File: src/rtl/imem_loader_pkg.sv
// Shared processor definitions: instruction-memory geometry and loader state encoding.
package imem_loader_pkg;

    localparam int IMEM_ADDR_W    = 8;
    localparam int IMEM_MAX_WORDS = (1 << IMEM_ADDR_W) / 4;

    typedef enum logic [2:0] {
        S_IDLE = 3'd0,
        S_LEN  = 3'd1,
        S_DATA = 3'd2,
        S_CHK  = 3'd3,
        S_DONE = 3'd4,
        S_ERR  = 3'd5
    } ld_state_e;

endpackage

File: src/rtl/imem_loader.sv
// Serial program loader: length byte, 4N big-endian payload bytes, XOR checksum byte.
// Each payload byte is written to imem one cycle after acceptance; in_ready drops outside an active load.
module imem_loader
    import imem_loader_pkg::*;
#(
    parameter int ADDR_W    = IMEM_ADDR_W,
    parameter int MAX_WORDS = IMEM_MAX_WORDS
) (
    input  logic              clk,
    input  logic              rst,
    input  logic              start,
    input  logic [7:0]        in_data,
    input  logic              in_valid,
    output logic              in_ready,
    output logic              mem_we,
    output logic [ADDR_W-1:0] mem_addr,
    output logic [7:0]        mem_wdata,
    output logic              cpu_hold,
    output logic              done,
    output logic              err,
    output logic [ADDR_W-2:0] words_loaded
);

    localparam int LEN_W = ADDR_W - 1;

    ld_state_e         state_q, state_d;
    logic [LEN_W-1:0]  len_q, len_d;
    logic [ADDR_W-1:0] addr_q, addr_d;
    logic [7:0]        acc_q, acc_d;
    logic [LEN_W-1:0]  words_q, words_d;
    logic              we_q, we_d;
    logic [ADDR_W-1:0] waddr_q, waddr_d;
    logic [7:0]        wdata_q, wdata_d;
    logic              done_q, done_d;
    logic              err_q, err_d;

    logic              accept;
    logic              last_byte;
    logic [LEN_W-1:0]  len_m1;

    // The byte counter stops at 4N-1 rather than stepping past it, so N=MAX_WORDS never wraps.
    assign len_m1    = len_q - LEN_W'(1);
    assign last_byte = (addr_q[ADDR_W-1:2] == len_m1[ADDR_W-3:0]) && (addr_q[1:0] == 2'b11);
    assign accept    = in_valid && in_ready;

    always_comb begin
        state_d  = state_q;
        len_d    = len_q;
        addr_d   = addr_q;
        acc_d    = acc_q;
        words_d  = words_q;
        we_d     = 1'b0;
        waddr_d  = waddr_q;
        wdata_d  = wdata_q;
        done_d   = done_q;
        err_d    = err_q;
        in_ready = 1'b0;

        case (state_q)
            S_IDLE, S_DONE, S_ERR: begin
                if (start) begin
                    state_d = S_LEN;
                    done_d  = 1'b0;
                    err_d   = 1'b0;
                    words_d = '0;
                    addr_d  = '0;
                    acc_d   = '0;
                end
            end
            S_LEN: begin
                in_ready = 1'b1;
                if (accept) begin
                    if ((in_data == 8'd0) || (int'(in_data) > MAX_WORDS)) begin
                        state_d = S_ERR;
                        err_d   = 1'b1;
                    end else begin
                        len_d   = LEN_W'(in_data);
                        state_d = S_DATA;
                    end
                end
            end
            S_DATA: begin
                in_ready = 1'b1;
                if (accept) begin
                    we_d    = 1'b1;
                    waddr_d = addr_q;
                    wdata_d = in_data;
                    acc_d   = acc_q ^ in_data;
                    if (addr_q[1:0] == 2'b11) begin
                        words_d = words_q + LEN_W'(1);
                    end
                    if (last_byte) begin
                        state_d = S_CHK;
                    end else begin
                        addr_d = addr_q + ADDR_W'(1);
                    end
                end
            end
            S_CHK: begin
                in_ready = 1'b1;
                if (accept) begin
                    if (in_data == acc_q) begin
                        state_d = S_DONE;
                        done_d  = 1'b1;
                    end else begin
                        state_d = S_ERR;
                        err_d   = 1'b1;
                    end
                end
            end
            default: begin
                state_d = S_IDLE;
            end
        endcase
    end

    always_ff @(posedge clk) begin
        if (rst) begin
            state_q <= S_IDLE;
            len_q   <= '0;
            addr_q  <= '0;
            acc_q   <= '0;
            words_q <= '0;
            we_q    <= 1'b0;
            waddr_q <= '0;
            wdata_q <= '0;
            done_q  <= 1'b0;
            err_q   <= 1'b0;
        end else begin
            state_q <= state_d;
            len_q   <= len_d;
            addr_q  <= addr_d;
            acc_q   <= acc_d;
            words_q <= words_d;
            we_q    <= we_d;
            waddr_q <= waddr_d;
            wdata_q <= wdata_d;
            done_q  <= done_d;
            err_q   <= err_d;
        end
    end

    // Hold the core until the last payload write has actually reached memory.
    assign cpu_hold     = in_ready || we_q;
    assign mem_we       = we_q;
    assign mem_addr     = waddr_q;
    assign mem_wdata    = wdata_q;
    assign done         = done_q;
    assign err          = err_q;
    assign words_loaded = words_q;

endmodule

File: config.mk
export PLATFORM = sky130hd
export DESIGN_NAME = imem_loader
export DESIGN_NICKNAME = d
export VERILOG_FILES = /design/src/rtl/imem_loader_pkg.sv /design/src/rtl/imem_loader.sv
export SDC_FILE = /design/constraint.sdc
export NUM_CORES = 1
export LEC_CHECK = 0
export ABC_AREA = 0
export BUFFER_PORTS_ARGS = -buffer_cell sky130_fd_sc_hd__buf_2
export CORE_MARGIN = 5
export CORE_UTILIZATION = 43
export DETAILED_ROUTE_END_ITERATION = 7
export SLEW_MARGIN = 20
export SYNTH_ARGS = -nofsm -noshare
export SYNTH_HDL_FRONTEND = slang
export SYNTH_SLANG_ARGS = --single-unit
File: constraint.sdc
create_clock -name clk -period 2.7 [get_ports clk]
set_input_delay 0.54 -clock clk [delete_from_list [all_inputs] [get_ports clk]]
set_output_delay 0.54 -clock clk [all_outputs]
set_load 0.02 [all_outputs]
Word level (Yosys, flattened, before mapping)
Index checks and enable logic that the tools add are counted.
{"block": "op_classes", "addsub": 3, "mul": 0, "n_div": 0, "n_lt_le_gt_ge": 1, "eq_ne": 18, "shift": 0, "muxes": 29, "bitwise": 3, "n_reduce_logical": 20}
{"operator": "$mux 8", "n": 4}
{"operator": "$pmux 8 s2", "n": 2}
{"operator": "$mux 7", "n": 3}
{"operator": "$ne 2x2->1 const B", "n": 10}
{"operator": "$mux 3", "n": 6}
{"operator": "$pmux 7 s2", "n": 1}
{"operator": "$pmux 3 s4", "n": 1}
{"operator": "$reduce_and 4->1", "n": 3}
{"operator": "$mux 1", "n": 10}
{"operator": "$add 8x1->8 const B", "n": 1}
{"operator": "$eq 8x8->1", "n": 1}
{"operator": "$gt 8x7->1 const B", "n": 1}
{"operator": "$logic_not 8->1", "n": 1}
{"operator": "$xor 8x8->8", "n": 1}
{"operator": "$add 7x1->7 const B", "n": 1}
{"operator": "$eq 3x2->1 const B", "n": 2}
{"operator": "$eq 3x3->1 const B", "n": 2}
{"operator": "$eq 6x6->1", "n": 1}
{"operator": "$reduce_and 3->1", "n": 2}
{"operator": "$reduce_and 6->1", "n": 1}
{"operator": "$reduce_or 3->1", "n": 2}
{"operator": "$sub 6x1->6 const B", "n": 1}
{"operator": "$reduce_and 5->1", "n": 1}
{"operator": "$reduce_bool 2->1", "n": 2}
{"operator": "11 further kinds", "n": 14}
{"block": "word_totals", "register_bits": 51, "latchBits": 0, "ramBits": 0, "romBits": 0, "inputBits": 12, "out_inout_bits": 28, "elab_cells": 84, "mem_count": 0}

Depth between registers and ports, before layout
{"block": "depth", "word_depth": 6, "depth_mapped": 9, "depth_no_buf": 8}

Least setup slack after synthesis
Ideal clock, no wire load.
{"block": "synth_path", "kind": "input to register", "from": "input in_data[1]", "to": "register len_q[0]", "arrival_ps": 1858, "path_slack_ps": 714, "path_stages": 6, "cell_sequence": "nor4_1 -> nand3_1 -> a211oi_1 -> nand3_2 -> mux2i_1 -> nor2_1"}
{"block": "synth_via", "elab_chain_len": 4, "word_cells_on_any_way": 5, "cone_classes": "order compare: 1; bitwise: 1; reduce/logical: 3"}
{"item": "start: declaration", "line": "imem_loader.sv:12", "rtl": "input logic [7:0] in_data,"}
{"item": "$gt 8x7->1 / $logic_not 8->1 (equally long branches)", "line": "imem_loader.sv:73", "rtl": "if ((in_data == 8'd0) || (int'(in_data) > MAX_WORDS)) begin"}
{"item": "$logic_or 1x1->1 (*)", "line": "imem_loader.sv:73"}
{"item": "$not 1->1 (no source line) (*)"}
{"item": "$reduce_and 3->1 (no source line) (*)"}
{"item": "end signal: assignment", "line": "imem_loader.sv:131", "rtl": "len_q <= len_d;"}
{"item": "end: declaration", "line": "imem_loader.sv:27", "rtl": "logic [LEN_W-1:0] len_q, len_d;"}
Mark *: on every way between the ends. The rest lies on a longest branch, timed or not.
A chain may end at the register's enable or synchronous reset.

Final worst setup path
{"block": "layout_path", "from": "register len_q[0]", "to": "register addr_q[5]"}
{"block": "layout_via", "elab_chain_len": 5}
{"item": "$sub 6x1->6", "line": "imem_loader.sv:42", "rtl": "assign len_m1 = len_q - LEN_W'(1);"}
{"item": "$eq 6x6->1", "line": "imem_loader.sv:43", "rtl": "assign last_byte = (addr_q[ADDR_W-1:2] == len_m1[ADDR_W-3:0]) && (addr_q[1:0] == 2'b11);"}
{"item": "$logic_and 1x1->1", "line": "imem_loader.sv:43"}
{"item": "$ne 2x2->1 (no source line)"}
{"item": "$reduce_and 4->1 (no source line)"}
{"item": "end signal: assignment", "line": "imem_loader.sv:132", "rtl": "addr_q <= addr_d;"}
{"item": "end: declaration", "line": "imem_loader.sv:28", "rtl": "logic [ADDR_W-1:0] addr_q, addr_d;"}
Every way passes these cells.

==> results list <==
* Horizontal die dimension: 84.3 microns
- Along the worst path, the maximum fanout reaches 16.
- GP Congestion: 0.818
- Entering global routing, the biggest net connects 37 pins.
- DR iter-0 viols: 101
- The flow ran to the end, and the final reports show no timing, DRC or antenna violations.
* Die ar.: 7110 sq um
* Synth-to-layout area growth: 14.5%
- The critical path in this run is classified as reg2reg.
* Vias after detailed routing: 2142
* Core outline area: 5440 sq um
* Average instance area after synthesis: 8.07 sq um
- Rows: 27
* Global routing usage on met3: 3.73%
- For the final database, setup skew stands at 0.00484 ns.
- Number of antenna violations at the first check in global routing: 0
* CTS root buffer: sky130_fd_sc_hd__clkbuf_8
- For this run, global-route usage on met2 was measured as 27.3%.
- Met1 global-route usage: 22.0%
- Setup repair after global routing left no endpoint under its margin.
* Clock sinks: 51
- TritonCTS built the clock tree.
* CTS Buf Count: 5
- In this run the vertical extent of the chip is 84.3 microns.
- At the pin with the least slew margin, the transition time is 0.620 ns.
* Worst-case reg-to-reg path depth: 9
- Clock buffer depth: 2
* Worst endpoint required time: 2.93 ns
- Wire length of the first global-routing pass: 9800 microns
* Cell-by-cell listing of the critical path: inv_1 > ha_1 > nand2_1 > nor2_1 > o31ai_1 > a221oi_2 > buf_4 > or4_1 > a21oi_1
- After synthesis, the share of flip-flops with an asynchronous set or reset is 0%.
* Worst endpoint data arrival time: 2.41 ns
- Synthesis produced a netlist with a net count of 309.
- Power density normalized to cell area: 679 nW/um^2
* I/O Buffers: 39
* Count of nets after finishing: 344
- Total Neg Setup Slack: 0 ns
- Final non-filler cell total: 401
- Number of design rule violations left after detail routing: 0
* Number of maximum-capacitance constraint violations: 0
* Ant diodes: 0
- Multi-input combinational cell area: 1260 sq um
- Length of the first detailed-routing pass in iterations: 4
- Tot GR Track Use: 16.7%
- Number of instances on the worst hold path: 2
- Number of cells after detailed placement: 394
- Timing-limited maximum frequency: 0.459 GHz
* Aggregate routed wire length: 5710 microns
- Worst slew slack as a fraction of its limit: 58.3%
* Final setup viols: 0
- Post-CTS repair changed the size of 0 cells.
* Part of the Yosys area used for sequential elements: 43.0%
- Post-CTS setup buffers: 0
* Critical path launch point type: register
- Subtracting the final worst setup slack from the clock period gives 2.18 ns.
- CTS clock-pin slew for the worst setup and hold paths: 0.09 ns
- In this run the count of I/O pins placed on the die edge is 40.
* Count of fill cells added during filler insertion: 543
- Summed over all cells, the static leakage comes to 1.09 nW.
- The total count of max-transition violations in the final report came to 0.
* Routed Antenna Nets: 0
- Synthesis inferred 51 register bits.
* Fraction of final layout cells sized beyond drive strength 1: 17.6%
* CP Capture Type: register
- Area taken by flip-flops and latches: 1020 sq um
- Clock Latency Late Sink: 0.30 ns
- Level count of the clock H-tree: 2
- Number of cells produced by synthesis: 294
- met2 is the most crowded layer.
* Biggest cell delay along the critical path: 0.50 ns
* Initial core utilization: 43.6%
* Crit-path slowest cell: sky130_fd_sc_hd__or4_1
* CTS Hold Bufs: 0
- The via count of the first global-routing pass is 2057.
- The most used flip-flop cell after synthesis is sky130_fd_sc_hd__dfxtp_1.
* GRT Residual Overflow: 0
- Unique masters post-synth: 43
* YS warnings: 0
- Number of failing hold endpoints at the final stage: 0
- Dividing the detail-routed via count by the number of cells gives 5.34.
- After detailed routing, the average wire length per cell comes to 14.2 microns.
* Tcrit/Tclk final: 80.7%
- The cell area that synthesis handed to floorplanning was 2370 sq um.
- The synthesized design contains 0 enable-type register cells.
* IR drop worst, VDD: 0.370 mV
- The wire-length estimate of the detail-placed layout is 4090 microns.
- The worst hold path belongs to the class reg2reg.
## power breakdown
group | internal, W | switching (W) | leakage, nW
logic | 0.000183 | 0.000347 | 0.627
clock network | 0.000202 | 0.000249 | 0.0470
registers | 0.000807 | 0.0000571 | 0.412
total | 0.00119 | 0.000653 | 1.09
## cells by family after synthesis
group / after synthesis / share of synthesized area, %
xor+xnor: 17 / 6.27
mux: 7 / 2.95
flops: 51 / 43.0
compound gates: 77 / 19.6
fa+ha+maj: 3 / 1.58
simple gates: 117 / 22.9
buf+inv: 22 / 3.74
## sequential cells by signal, summed over array words and instances (netlist names)
register and flops:
done 1, mem_addr 8, acc_q 8, addr_q 8
words_loaded 7, err 1, len_q 6, state_q 3
mem_we 1, mem_wdata 8
## cells in the mapped netlist (3+ instances only)
master | n | area share (%)
sky130_fd_sc_hd__dfxtp_1 | 51 | 43
sky130_fd_sc_hd__nand2_1 | 50 | 7.9
sky130_fd_sc_hd__a21oi_1 | 43 | 9.1
sky130_fd_sc_hd__nor2_1 | 30 | 4.7
sky130_fd_sc_hd__clkbuf_1 | 13 | 2.1
sky130_fd_sc_hd__xnor2_1 | 9 | 3.3
sky130_fd_sc_hd__a211oi_1 | 8 | 2.5
sky130_fd_sc_hd__o21ai_0 | 8 | 1.7
sky130_fd_sc_hd__xor2_1 | 8 | 3.0
sky130_fd_sc_hd__mux2i_1 | 7 | 3.0
sky130_fd_sc_hd__inv_1 | 6 | 0.95
sky130_fd_sc_hd__nand3_1 | 6 | 1.3
sky130_fd_sc_hd__nand4_1 | 6 | 1.6
sky130_fd_sc_hd__o31ai_1 | 5 | 1.6
sky130_fd_sc_hd__or3_1 | 5 | 1.3
sky130_fd_sc_hd__or4_1 | 4 | 1.3
sky130_fd_sc_hd__ha_1 | 3 | 1.6
sky130_fd_sc_hd__nor4_1 | 3 | 0.79
## metrics by stage
stage | instance area [sq um] | power, W | setup slack [ns] | hold slack, ns | utilization (%)
after floorplan | 2370 | 0.00125 | 0.714 | 0.458 | -
after global placement | 2630 | 0.00141 | 0.410 | 0.438 | 48.4
after detailed placement | 2630 | 0.00141 | 0.357 | 0.447 | 48.4
after CTS | 2720 | 0.00186 | 0.536 | 0.461 | 50.0
after global routing | 2720 | 0.00197 | 0.369 | 0.481 | 50.0
final | 2720 | 0.00185 | 0.521 | 0.456 | 50.0
## layout make-up
type                       instances  share of cell area, %
multi-input combinational        221                   46.5
sequential                        51                   37.6
timing repair buffer              44                   8.56
clock buffer                       6                   3.04
clock inverter                     1                  0.184
tap                               72                   3.31
inverter                           6                  0.829
## placed cells by master, fill, tap and decap left out, drive strengths merged, types with 2 or more instances in the layout
master / count
a211oi: 8
a21o: 3
a21oi: 43
a221oi: 2
and2: 2
buf: 44
clkbuf: 6
dfxtp: 51
ha: 3
inv: 6
mux2i: 7
nand2: 50
nand3: 7
nand4: 6
nor2: 30
nor3: 2
nor3b: 2
nor4: 3
o211ai: 2
o21ai: 8
o31ai: 5
or2: 3
or3: 5
or4: 4
xnor2: 9
xor2: 8
## worst max-delay path: cells and delay by family (launching register included)
family                   cells  cell delay [ns]
flip-flops                   1             0.42
adder cells (fa/ha/maj)      1             0.23
buffers and inverters        2             0.26
AO/OA/AOI/OAI                3             0.56
AND/OR/NAND/NOR              3             0.63
## worst paths after layout
path	start	endpoint	slack, ns
setup / recovery	len_q[0]	addr_q[5]	0.52
hold / removal	mem_addr[4]	mem_addr[4]	0.46
hold reg to reg	mem_addr[4]	mem_addr[4]	0.46
setup reg to reg	len_q[0]	addr_q[5]	0.52
## metal layers
layer  wire, microns  vias up
met1            2800     1005
met3             259        5
met5               0        -
li1                -     1094
met2            2590       38
met4              58        0
Power figures use the tool's default switching activity.
